**config.mk**
```make
export PLATFORM = sky130hd
export DESIGN_NAME = oc8051_iram_bist_ctrl
export DESIGN_NICKNAME = d
export VERILOG_FILES = /design/src/rtl/oc8051_iram_bist_ctrl.sv
export SDC_FILE = /design/constraint.sdc
export NUM_CORES = 1
export LEC_CHECK = 0
export ABC_CLOCK_PERIOD_IN_PS = 6100
export BUFFER_PORTS_ARGS = -buffer_cell sky130_fd_sc_hd__buf_4
export CAP_MARGIN = 15
export CORE_MARGIN = 3
export CORE_UTILIZATION = 35
export DETAILED_ROUTE_END_ITERATION = 10
export PLACE_DENSITY = 0.65
export SLEW_MARGIN = 10
export SYNTH_ARGS = -nofsm -noshare
export SYNTH_HDL_FRONTEND = slang
export SYNTH_SLANG_ARGS = --single-unit
export TNS_END_PERCENT = 10
```
**constraint.sdc**
```tcl
create_clock -name clk -period 6.1 [get_ports clk]
set_clock_uncertainty 0.05 [all_clocks]
set_input_delay 0.61 -clock clk [delete_from_list [all_inputs] [get_ports clk]]
set_output_delay 0.61 -clock clk [all_outputs]
set_load 0.01 [all_outputs]
```
**src/rtl/oc8051_iram_bist_ctrl.sv**
```systemverilog
// March C- self-test controller and port mux for the 8051 internal RAM.
// Define OC8051_BIST_DIAG_EN to capture the first failing address and data.
module oc8051_iram_bist_ctrl #(
    parameter int         ADDR_LAST = 15,
    parameter logic [7:0] PAT       = 8'h00
) (
    input  logic       clk,
    input  logic       rst,
    input  logic [7:0] cpu_rd_addr,
    input  logic       cpu_rd_en,
    input  logic [7:0] cpu_wr_addr,
    input  logic [7:0] cpu_wr_data,
    input  logic       cpu_wr,
    output logic [7:0] cpu_rd_data,
    output logic       cpu_stall,
    output logic [7:0] ram_rd_addr,
    output logic       ram_rd_en,
    output logic [7:0] ram_wr_addr,
    output logic [7:0] ram_wr_data,
    output logic       ram_wr,
    output logic       ram_wr_en,
    input  logic [7:0] ram_rd_data,
    input  logic       bist_start,
    output logic       bist_busy,
    output logic       bist_done,
    output logic       bist_fail,
    output logic [7:0] bist_fail_addr,
    output logic [7:0] bist_fail_data
);

    typedef enum logic [2:0] {IDLE, M0, M1, M2, M3, M4, M5, DONE} state_t;

    localparam logic [7:0] LAST = 8'(ADDR_LAST);

    state_t     state;
    logic [7:0] addr;
    logic       phase_b;
    logic       busy;
    logic       done;
    logic       fail;
    state_t     nxt;
    logic       elem_end;

    function automatic logic [7:0] expect_data(input state_t s);
        case (s)
            M2, M4:  expect_data = ~PAT;
            default: expect_data = PAT;
        endcase
    endfunction

    function automatic logic [7:0] write_data(input state_t s);
        case (s)
            M1, M3:  write_data = ~PAT;
            default: write_data = PAT;
        endcase
    endfunction

    function automatic state_t next_elem(input state_t s);
        case (s)
            M0:      next_elem = M1;
            M1:      next_elem = M2;
            M2:      next_elem = M3;
            M3:      next_elem = M4;
            M4:      next_elem = M5;
            default: next_elem = DONE;
        endcase
    endfunction

    function automatic logic is_desc(input state_t s);
        is_desc = (s == M3) || (s == M4);
    endfunction

    assign nxt      = next_elem(state);
    assign elem_end = is_desc(state) ? (addr == 8'd0) : (addr == LAST);

    always_ff @(posedge clk) begin
        if (!rst) begin
            state   <= IDLE;
            addr    <= '0;
            phase_b <= 1'b0;
            busy    <= 1'b0;
            done    <= 1'b0;
            fail    <= 1'b0;
`ifdef OC8051_BIST_DIAG_EN
            bist_fail_addr <= '0;
            bist_fail_data <= '0;
`endif
        end else begin
            case (state)
                IDLE, DONE: begin
                    if (bist_start) begin
                        state   <= M0;
                        addr    <= '0;
                        phase_b <= 1'b0;
                        busy    <= 1'b1;
                        done    <= 1'b0;
                        fail    <= 1'b0;
`ifdef OC8051_BIST_DIAG_EN
                        bist_fail_addr <= '0;
                        bist_fail_data <= '0;
`endif
                    end
                end
                M0: begin
                    if (addr == LAST) begin
                        state <= M1;
                        addr  <= '0;
                    end else begin
                        addr <= addr + 8'd1;
                    end
                end
                default: begin
                    // Phase A issues the read; phase B compares, writes back and steps.
                    if (!phase_b) begin
                        phase_b <= 1'b1;
                    end else begin
                        phase_b <= 1'b0;
                        if (ram_rd_data != expect_data(state)) begin
                            fail <= 1'b1;
`ifdef OC8051_BIST_DIAG_EN
                            if (!fail) begin
                                bist_fail_addr <= addr;
                                bist_fail_data <= ram_rd_data;
                            end
`endif
                        end
                        if (elem_end) begin
                            state <= nxt;
                            addr  <= is_desc(nxt) ? LAST : 8'd0;
                            if (nxt == DONE) begin
                                busy <= 1'b0;
                                done <= 1'b1;
                            end
                        end else begin
                            addr <= is_desc(state) ? addr - 8'd1 : addr + 8'd1;
                        end
                    end
                end
            endcase
        end
    end

`ifndef OC8051_BIST_DIAG_EN
    assign bist_fail_addr = 8'h00;
    assign bist_fail_data = 8'h00;
`endif

    // The test owns both RAM ports whenever busy; otherwise the CPU passes straight through.
    always_comb begin
        ram_rd_addr = cpu_rd_addr;
        ram_rd_en   = cpu_rd_en;
        ram_wr_addr = cpu_wr_addr;
        ram_wr_data = cpu_wr_data;
        ram_wr      = cpu_wr;
        if (busy) begin
            ram_rd_addr = addr;
            ram_wr_addr = addr;
            ram_wr_data = write_data(state);
            ram_rd_en   = (state != M0) && !phase_b;
            ram_wr      = (state == M0) || (phase_b && (state != M5));
        end
    end

    assign ram_wr_en   = ram_wr;
    assign cpu_rd_data = ram_rd_data;
    assign cpu_stall   = busy;
    assign bist_busy   = busy;
    assign bist_done   = done;
    assign bist_fail   = fail;

endmodule
```
==> summary.md, run 1 <==
| Metric | Value |
|---|---|
| I/O pin total | just over 90 |
| Clock-pin slew on the worst setup and hold paths | roughly 0.070 ns |
| Max Freq | approximately 0.34 GHz |
| Dominant register cell in the synthesized netlist | dfxtp_1 |
| Max-Slew Margin vs Limit | 0.310 |
| Cell type with the highest aggregate area in the netlist | dfxtp_1 |
| Max VDD drop | ~0.17 mV |
| TNS Setup | 0 ns |
| Number of antenna violations at the first check in global routing | 0 |
| Floorplan die width | a little under 80 um |
| Data required time at the worst endpoint | around 6.2 ns |
| Netlist cell types | 58 |
| Fillers | about 530 |
| Max Transition Viols Final | 0 |
| Data arrival, critical path | around 3.1 ns |
| Vias after detailed routing | about 2000 |
| GPL Wtd Cong | between 0.8 and 0.9 |
| Clock root buffer | clkbuf_8 |
| CTS tree | done |
| CTS buffer count | 3 |
| Final hold violation count | 0 |
| Effective utilization at floorplan | 0.376 |
| Initial detailed-routing violation count | 130 |
| Residual antenna-violating net count after detailed routing | 0 |
| Clock period minus final worst setup slack | between 2 and 3 ns |
| P_leak | between 1 and 1.5 nW |
| Power density of the placed cells | 366 mW/mm^2 |
| Share of the clock period used by the worst path after layout | 0.481 |
| Hold buffers post-CTS | 0 |
| Standard-cell row count | 25 |
| Global-route wire length before repair | between 7000 and 8000 um |
| RSZ-0062 raised after global routing | false |
| # DRC | 0 |
| HPWL after DPL | ~3700 um |
| CTS max path bufs | 2 |
| Largest cells by area after synthesis | dfxtp_1, buf_4, o21ai_0 |
| Mapped Area | ~0.0019 mm^2 |
| Final setup vio count | 0 |
| Die extent in y | between 70 and 80 um |
| Cells after Synth | 262 |
| Synth-to-Final Area Change | 22.2% |
| Buffers on Ports | 75 |
| Pin count of the biggest net entering global routing | 38 |
| CTS H-Tree Depth | 1 |
| Kind of critical path | flip-flop to flip-flop |
| Endpoint type of the worst setup path | flip-flop |
| Area share of the largest cell type after synthesis | 0.161 |
| Number of post-CTS setup repair buffers | 0 |
| Core Area | 0.00494 mm^2 |
| Worst slack at placement | 3.23 ns |
| Total global routing track utilization | 0.151 |
| Register bit count reported by yosys | 15 |
| Run status | completed |
| Average size of a mapped cell | about 7.1 um^2 |
| Vias in the first global route | approximately 1600 |
| Overall die area | 0.00623 mm^2 |
| WL/cell | 13.0 um |
| Launching element of the worst setup path | state[1]$_SDFFE_PN0P_ |
| Maximum fanout encountered on the critical timing path | 17 |
| Hold Crit Class | flip-flop to flip-flop |
| Setup crit start kind | flip-flop |
| Share of final-layout standard cells stronger than drive strength 1 | 0.316 |
| Clock latency reported for the late side of the worst-skew pair | around 0.26 ns |
| Final worst slack | approximately 3.2 ns |
| Max cap viols | 0 |
| Source of the worst hold timing path | bist_done$_SDFFE_PN0P_ |
| Number of cells in the design after placement | around 370 |
| Congestion Overflow GR | 0 |
| Ant diodes | 0 |
| Post-synthesis sequential area ratio | 0.161 |
| Reg2Reg Launch Point | state[1]$_SDFFE_PN0P_ |
| Overall power after layout | 0.831 mW |
| Post_cts resized | 0 |
| Share of flip-flops with an asynchronous set or reset after synthesis | 0 |
| Final instance count without filler cells | roughly 380 |
| Total number of clock tree sinks | 15 |
| Worst hold slack | approximately 0.44 ns |
| Yosys warning count | 0 |
| Detailed-routing iteration count for the pre-antenna-repair pass | 4 |
| DR vias/cell | between 5 and 6 |
| Transition time of the tightest slew-check pin | between 1 and 1.5 ns |
| Final wirelength | around 4900 um |
| Number of flops mapped to enable cells by yosys | 0 |
| Net count reported at finish | between 300 and 400 |
-- synthesized netlist by cell type, types with 2 or more instances --
cell and number:
inv_1 32, o21ai_0 32, buf_4 28, nand2_1 23, dfxtp_1 15, a21oi_1 14
nor2_1 14, clkbuf_1 9, o221a_2 6, a31oi_1 5, buf_2 4, nand3_1 4
nor3_1 4, xnor2_1 4, xor2_1 4, ha_1 3, nand4_1 3, nor3b_1 3
o211ai_1 3, o22ai_1 3, o31ai_1 3, o32a_1 3, a22o_1 2, a32oi_1 2
and3_1 2, buf_6 2, nor2b_1 2, nor4_1 2, nor4_4 2
-- path summary, 6_finish.rpt --
check	end	slack, ns	depth (start not counted)
setup / recovery	addr[7]$_SDFFE_PN0P_	3.16	7
hold / removal	bist_done$_SDFFE_PN0P_	0.44	2
setup reg to reg	addr[7]$_SDFFE_PN0P_	3.16	7
hold reg to reg	bist_done$_SDFFE_PN0P_	0.44	2
-- metal layers --
layer	global-route usage	part of all wire	vias to the layer above
li1	-	-	981
met1	0.189	0.45	907
met2	0.268	0.48	61
met3	0.0283	0.066	5
met4	0.0309	0.0086	0
met5	0	0	-
-- cell families after synthesis --
| kind of cell | after synthesis | share of synthesized area |
|---|---|---|
| xor gates and xnor gates | 8 | 0.0377 |
| DFF | 15 | 0.161 |
| AOI/OAI and AO/OA | 86 | 0.313 |
| muxes | 2 | 0.0114 |
| adders and majority gates | 4 | 0.0256 |
| other | 1 | 0.00202 |
| buffers and inverters | 78 | 0.245 |
| and+or+nand+nor | 68 | 0.204 |
-- power breakdown --
group | internal [mW] | total, mW | switching, mW | leakage (nW)
Clock | 0.0455 | 0.0881 | 0.0426 | 0.0255
Combinational | 0.246 | 0.520 | 0.274 | 0.894
Sequential | 0.126 | 0.223 | 0.0973 | 0.123
Total | 0.417 | 0.831 | 0.414 | 1.04
-- critical path, cell delays in order (launching register included) --
cell	delay, ns
dfxtp_1	0.66
inv_1	0.22
ha_1	0.44
and4bb_2	0.32
o21ai_1	0.31
nand2_1	0.22
o32a_1	0.40
o32ai_2	0.24
-- cells in the final DEF, fill, tap and decap left out, types with 5 or more instances in the layout --
cell     netlist  final
conb_1         1     16
inv_1         32     32
a31oi_1        5      5
o221a_2        6      6
nor2_1        14     14
o21ai_0       32     32
dfxtp_1       15     15
a21oi_1       14     14
buf_4         28     75
nand2_1       23     23
-- per-stage QoR --
stage / cell area, um^2 / utilization
after CTS: 2270 / 0.460
after global routing: 2270 / 0.460
after global placement: 2230 / 0.451
after detailed placement: 2230 / 0.451
after floorplan: 1920 / -
final: 2270 / 0.460
-- area by class of cell --
cell class / count / area, um^2 / area share
Timing Repair Buffer: 75 / 563 / 0.248
Clock inverter: 1 / 5.00 / 0.00220
Inverter: 32 / 120 / 0.0528
Tap cell: 67 / 83.8 / 0.0369
Clock buffer: 3 / 41.3 / 0.0182
Sequential cell: 15 / 300 / 0.132
Multi-Input combinational cell: 184 / 1160 / 0.510
-- sequential cells by signal, indices dropped and copies added, names as in the netlist --
register / count
addr: 8
state: 3
bist_busy: 1
bist_done: 1
bist_fail: 1
phase_b: 1
Note: power is estimated with default switching activity, not from simulation.
==> inputs of run 2 (changes only) <==
ABC_CLOCK_PERIOD_IN_PS = 2400   (was 6100)
PLACE_DENSITY = 0.67   (was 0.65)
clock period = 2.4 ns   (was 6.1 ns; I/O delays follow)
==> summary.md, run 2 (same netlist as run 1, synthesis figures left out) <==
| Metric | Value |
|---|---|
| Detailed-routing iteration count for the pre-antenna-repair pass | 4 (unchanged) |
| Core Area | 0.00494 mm^2 (unchanged) |
| Maximum fanout encountered on the critical timing path | 5 (-12) |
| Commonest non-fill, non-tap cells in the layout | buf_4, inv_1, o21ai_0, nand2_1, conb_1 |
| Share of final-layout standard cells stronger than drive strength 1 | 0.348 (+0.0316) |
| CTS max path bufs | 2 (unchanged) |
| Die extent in y | 78.9 um (unchanged) |
| Post_cts resized | 0 (unchanged) |
| Hold buffers post-CTS | 0 (unchanged) |
| Hold Crit Class | input port to flip-flop |
| Residual antenna-violating net count after detailed routing | 0 (unchanged) |
| Standard-cell row count | 25 (unchanged) |
| Number of antenna violations at the first check in global routing | 0 (unchanged) |
| Pin count of the biggest net entering global routing | 37 (-2.6%) |
| Clock-pin slew on the worst setup and hold paths | 0.07 ns (about the same) |
| Power density of the placed cells | 950 mW/mm^2 (+160%) |
| Fillers | 532 (+1.1%) |
| Top flop regs | addr: 8 flops, state: 3 flops |
| DR vias/cell | 5.09 (-1.8%) |
| Total global routing track utilization | 0.163 (+0.0122) |
| Share of the clock period used by the worst path after layout | 0.910 (+0.429) |
| Final std cell area, no fill | 0.00239 mm^2 (+5.0%) |
| CTS tree | done |
| # DRC | 0 (unchanged) |
| TNS Setup | 0 ns (unchanged) |
| WL/cell | 13.2 um (+1.1%) |
| Clock root buffer | clkbuf_8 |
| Kind of critical path | flip-flop to flip-flop |
| Number of post-CTS setup repair buffers | 0 (unchanged) |
| Data arrival, critical path | 2.31 ns (-0.75 ns) |
| Vias after detailed routing | 1996 (+2.1%) |
| CTS H-Tree Depth | 1 (unchanged) |
| P_leak | 1.12 nW (+7.4%) |
| Endpoint type of the worst setup path | flip-flop |
| Worst slack at placement | 0.241 ns (-2.99 ns) |
| Most common cell after layout, fill and taps aside | buf_4 |
| RSZ-0062 raised after global routing | false |
| Final worst slack | 0.215 ns (-2.95 ns) |
| I/O pin total | 92 (unchanged) |
| Setup crit start kind | flip-flop |
| Data required time at the worst endpoint | 2.53 ns (-3.70 ns) |
| Overall die area | 0.00623 mm^2 (unchanged) |
| Synth-to-Final Area Change | 28.2% |
| Floorplan die width | 78.9 um (unchanged) |
| Congestion Overflow GR | 0 (unchanged) |
| Effective utilization at floorplan | 0.376 (unchanged) |
| GPL Wtd Cong | 0.896 (+8.6%) |
| Max Transition Viols Final | 0 (unchanged) |
| Largest register by flop count | addr |
| Net count reported at finish | 366 (+4.3%) |
| Max VDD drop | 0.521 mV (+210%) |
| Max cap viols | 0 (unchanged) |
| Max Freq | 0.458 GHz (+34%) |
| Final hold violation count | 0 (unchanged) |
| Clock period minus final worst setup slack | 2.18 ns (-0.752 ns) |
| Placed Area | 0.00234 mm^2 (+5.1%) |
| HPWL after DPL | 4010 um (+8.2%) |
| Final wirelength | 5160 um (+5.2%) |
| Post-Route Utilization | 0.483 (+0.0228) |
| Clock latency reported for the late side of the worst-skew pair | 0.26 ns (about the same) |
| Vias in the first global route | 1812 (+10%) |
| Global-route wire length before repair | 8510 um (+9.9%) |
| Buffers on Ports | 75 (unchanged) |
| Ant diodes | 0 (unchanged) |
| CTS buffer count | 3 (unchanged) |
| Total number of clock tree sinks | 15 (unchanged) |
| Initial detailed-routing violation count | 93 (-28%) |
| Run status | completed |
| Number of flip-flops under the largest register name | 8 (unchanged) |
| Final setup vio count | 0 (unchanged) |
==> run 2: changes by cell type in the layout (fill, tap and decap cells not counted) <==
cell / before / now
buf_4: 75 / 90
==> run 2: area by class of cell <==
cell class | count | area [um^2] | share of cell area
Inverter | 32 | 120 | 0.0503
Sequential cell | 15 | 300 | 0.126
Clock inverter | 1 | 5.00 | 0.00210
Multi-Input combinational cell | 184 | 1160 | 0.486
Timing Repair Buffer | 90 | 676 | 0.283
Clock buffer | 3 | 41.3 | 0.0173
Tap cell | 67 | 83.8 | 0.0351
==> run 2: worst max-delay path: stages (launching register included) <==
cell	delay, ns
dfxtp_1	0.39
inv_1	0.06
ha_1	0.23
and4bb_2	0.25
o21ai_1	0.30
nand2_1	0.20
o32a_1	0.39
o32ai_2	0.23
==> run 2: power breakdown <==
group	internal [mW]	switching, mW
Sequential	0.319	0.0904
Clock	0.115	0.105
Combinational	0.745	0.891
Total	1.18	1.09
==> run 2: routing by layer <==
metal  global-route usage  routed length [um]
met5                    0                   0
met4               0.0447                  46
met3               0.0261                 450
met2                0.278                2510
met1                0.212                2160
==> run 2: through the flow <==
step | hold slack [ns] | total power, mW | std cells
after floorplan | 0.341 | 1.58 | 277
after global placement | 0.432 | 2.02 | 388
after detailed placement | 0.425 | 2.04 | 388
after CTS | 0.260 | 2.26 | 392
after global routing | 0.267 | 2.46 | 392
final | 0.266 | 2.27 | 392
==> run 2: worst paths after layout <==
| path | start | endpoint | slack, ns | depth (start not counted) |
|---|---|---|---|---|
| hold reg to reg | bist_done$_SDFFE_PN0P_ | bist_done$_SDFFE_PN0P_ | 0.46 | 2 |
| setup reg to reg | addr[0]$_SDFFE_PN0P_ | addr[7]$_SDFFE_PN0P_ | 0.22 | 7 |
| setup / recovery | addr[0]$_SDFFE_PN0P_ | addr[7]$_SDFFE_PN0P_ | 0.22 | 7 |
| hold / removal | rst | state[2]$_SDFFE_PN0P_ | 0.27 | 2 |
==> inputs of run 3 (changes only) <==
ABC_CLOCK_PERIOD_IN_PS = 2100   (was 2400)
CORE_UTILIZATION = 28   (was 35)
PLACE_DENSITY = 0.54   (was 0.67)
TNS_END_PERCENT = 50   (was 10)
clock period = 2.1 ns   (was 2.4 ns; I/O delays follow)
==> summary.md, run 3 (same netlist as run 1, synthesis figures left out) <==
| Metric | Value |
|---|---|
| Run status | completed |
| Clock period minus final worst setup slack | 2.00 ns (-0.182 ns) |
| TNS Setup | 0 ns (unchanged) |
| I/O pin total | 92 (unchanged) |
| Hold Crit Class | input port to flip-flop |
| FF-to-FF End | state[2]$_SDFFE_PN0P_ |
| # DRC | 0 (unchanged) |
| Effective utilization at floorplan | 0.291 (-0.0851) |
| Fillers | 681 (+28%) |
| Clock-pin slew on the worst setup and hold paths | 0.07 ns (about the same) |
| Clock root buffer | clkbuf_8 |
| Overall die area | 0.00766 mm^2 (+23%) |
| Source of the worst hold timing path | rst |
| Number of cells on the worst reg-to-reg path | 6 (-1) |
| Total global routing track utilization | 0.136 (-0.0267) |
| Congestion Overflow GR | 0 (unchanged) |
| Max VDD drop | 0.565 mV (+8.3%) |
| Core Area | 0.00639 mm^2 (+29%) |
| Crit path to | state[2]$_SDFFE_PN0P_ |
| Pin count of the biggest net entering global routing | 31 (-16%) |
| Max cap viols | 0 (unchanged) |
| Reg2Reg Launch Point | state[1]$_SDFFE_PN0P_ |
| Residual antenna-violating net count after detailed routing | 0 (unchanged) |
| Kind of critical path | flip-flop to flip-flop |
| Commonest non-fill, non-tap cells in the layout | buf_4, inv_1, o21ai_0, nand2_1, conb_1 |
| WL/cell | 12.8 um (-2.8%) |
| Detailed-routing iteration count for the pre-antenna-repair pass | 4 (unchanged) |
| Net count reported at finish | 378 (+3.3%) |
| Max Freq | 0.499 GHz (+9.1%) |
| Floorplan die width | 87.5 um (+11%) |
| Maximum fanout encountered on the critical timing path | 6 (+1) |
| Die extent in y | 87.5 um (+11%) |
| GPL Wtd Cong | 0.818 (-8.6%) |
| Largest register by flop count | addr |
| Data arrival, critical path | 2.09 ns (-0.22 ns) |
| Share of final-layout standard cells stronger than drive strength 1 | 0.386 (+0.0381) |
| HPWL after DPL | 4240 um (+5.7%) |
| Global-route wire length before repair | 8750 um (+2.8%) |
| Number of flip-flops under the largest register name | 8 (unchanged) |
| Ant diodes | 0 (unchanged) |
| Setup crit start kind | flip-flop |
| Initial detailed-routing violation count | 108 (+16%) |
| RSZ-0062 raised after global routing | false |
| Endpoint type of the worst setup path | flip-flop |
| Clock latency reported for the late side of the worst-skew pair | 0.25 ns (about the same) |
| Synth-to-Final Area Change | 35.4% |
| Top flop regs | addr: 8 flops, state: 3 flops |
| Launching element of the worst setup path | state[1]$_SDFFE_PN0P_ |
| CTS max path bufs | 2 (unchanged) |
| Data required time at the worst endpoint | 2.19 ns (-0.34 ns) |
| Share of the clock period used by the worst path after layout | 0.954 (+0.0435) |
| Final hold violation count | 0 (unchanged) |
| Hold buffers post-CTS | 0 (unchanged) |
| Total number of clock tree sinks | 15 (unchanged) |
| Standard-cell row count | 29 (+16%) |
| Reg-to-reg setup timing slack | 0.1 ns (-0.12 ns) |
| P_leak | 1.18 nW (+5.7%) |
| Number of antenna violations at the first check in global routing | 0 (unchanged) |
| Most common cell after layout, fill and taps aside | buf_4 |
| Vias after detailed routing | 1974 (-1.1%) |
| Final wirelength | 5300 um (+2.7%) |
| Buffers on Ports | 75 (unchanged) |
| Final setup vio count | 0 (unchanged) |
| Overall power after layout | 2.72 mW (+20%) |
| CTS buffer count | 3 (unchanged) |
| Max Transition Viols Final | 0 (unchanged) |
| DR vias/cell | 4.77 (-6.4%) |
| CTS H-Tree Depth | 1 (unchanged) |
| CTS tree | done |
| Power density of the placed cells | 1080 mW/mm^2 (+13%) |
| Multi-input logic area | 0.00117 mm^2 (+1.3%) |
| Storage cell area | 304 um^2 (+1.3%) |
| Vias in the first global route | 1862 (+2.8%) |
run 3: cell count changes in the layout (fill, tap and decap cells not counted), sizes merged:
| cell | change |
|---|---|
| buf | +12 |
| clkbuf | +1 |
| clkinv | -1 |
run 3: worst max-delay path, stage by stage, from the launching register on:
cell     delay, ns
dfxtp_2       0.35
inv_1         0.06
ha_1          0.23
and4b_2       0.33
o21ai_4       0.09
a221o_2       0.43
o311a_1       0.34
run 3: final cells by class:
class / instances / area share
flip-flops and latches: 15 / 0.121
repair buffers: 102 / 0.309
multi-input cells: 184 / 0.466
inverters: 32 / 0.0477
clock buffers: 4 / 0.0179
well taps: 77 / 0.0383
run 3: report_power, final:
part / leakage (nW) / internal (mW) / switching, mW
registers: 0.124 / 0.370 / 0.106
clock network: 0.0228 / 0.135 / 0.113
logic: 1.04 / 0.954 / 1.04
run 3: metal layers:
metal	wire length, um	share of wire	vias to the layer above	GRT usage
met5	0	0	-	0
met4	18	0.0034	0	0.0181
met3	250	0.047	2	0.0208
met2	2590	0.49	52	0.228
met1	2440	0.46	887	0.189
li1	-	-	1033	-
run 3: metrics by stage:
| step | area, um^2 | hold slack (ns) | instances | worst slack [ns] | utilization |
|---|---|---|---|---|---|
| global route | 2520 | 0.234 | 414 | 0.00931 | 0.394 |
| CTS | 2500 | 0.227 | 414 | 0.0349 | 0.392 |
| finish | 2520 | 0.228 | 414 | 0.0971 | 0.394 |
| detailed placement | 2460 | 0.431 | 410 | 0.0149 | 0.385 |
| floorplan | 1920 | 0.311 | 277 | 0.00397 | - |
| global placement | 2460 | 0.426 | 410 | 0.0889 | 0.385 |
run 3: worst min path at each step:
stage                             end  slack, ns  cells past startpoint
6_report        state[2]$_SDFFE_PN0P_       0.23                      2
5_1_grt         state[1]$_SDFFE_PN0P_       0.23                      2
4_1_cts         state[2]$_SDFFE_PN0P_       0.23                      2
3_5_place_dp   bist_done$_SDFFE_PN0P_       0.43                      2
3_3_place_gp   bist_fail$_SDFFE_PN0P_       0.43                      2
2_1_floorplan  bist_busy$_SDFFE_PN0P_       0.31                      2
run 3: what timing repair did:
item | in CTS | in global routing
setup endpoints to repair | 1 | 4
buffers inserted | 0 | 0
pin swaps | 0 | 1
resized for setup | 1 | 6
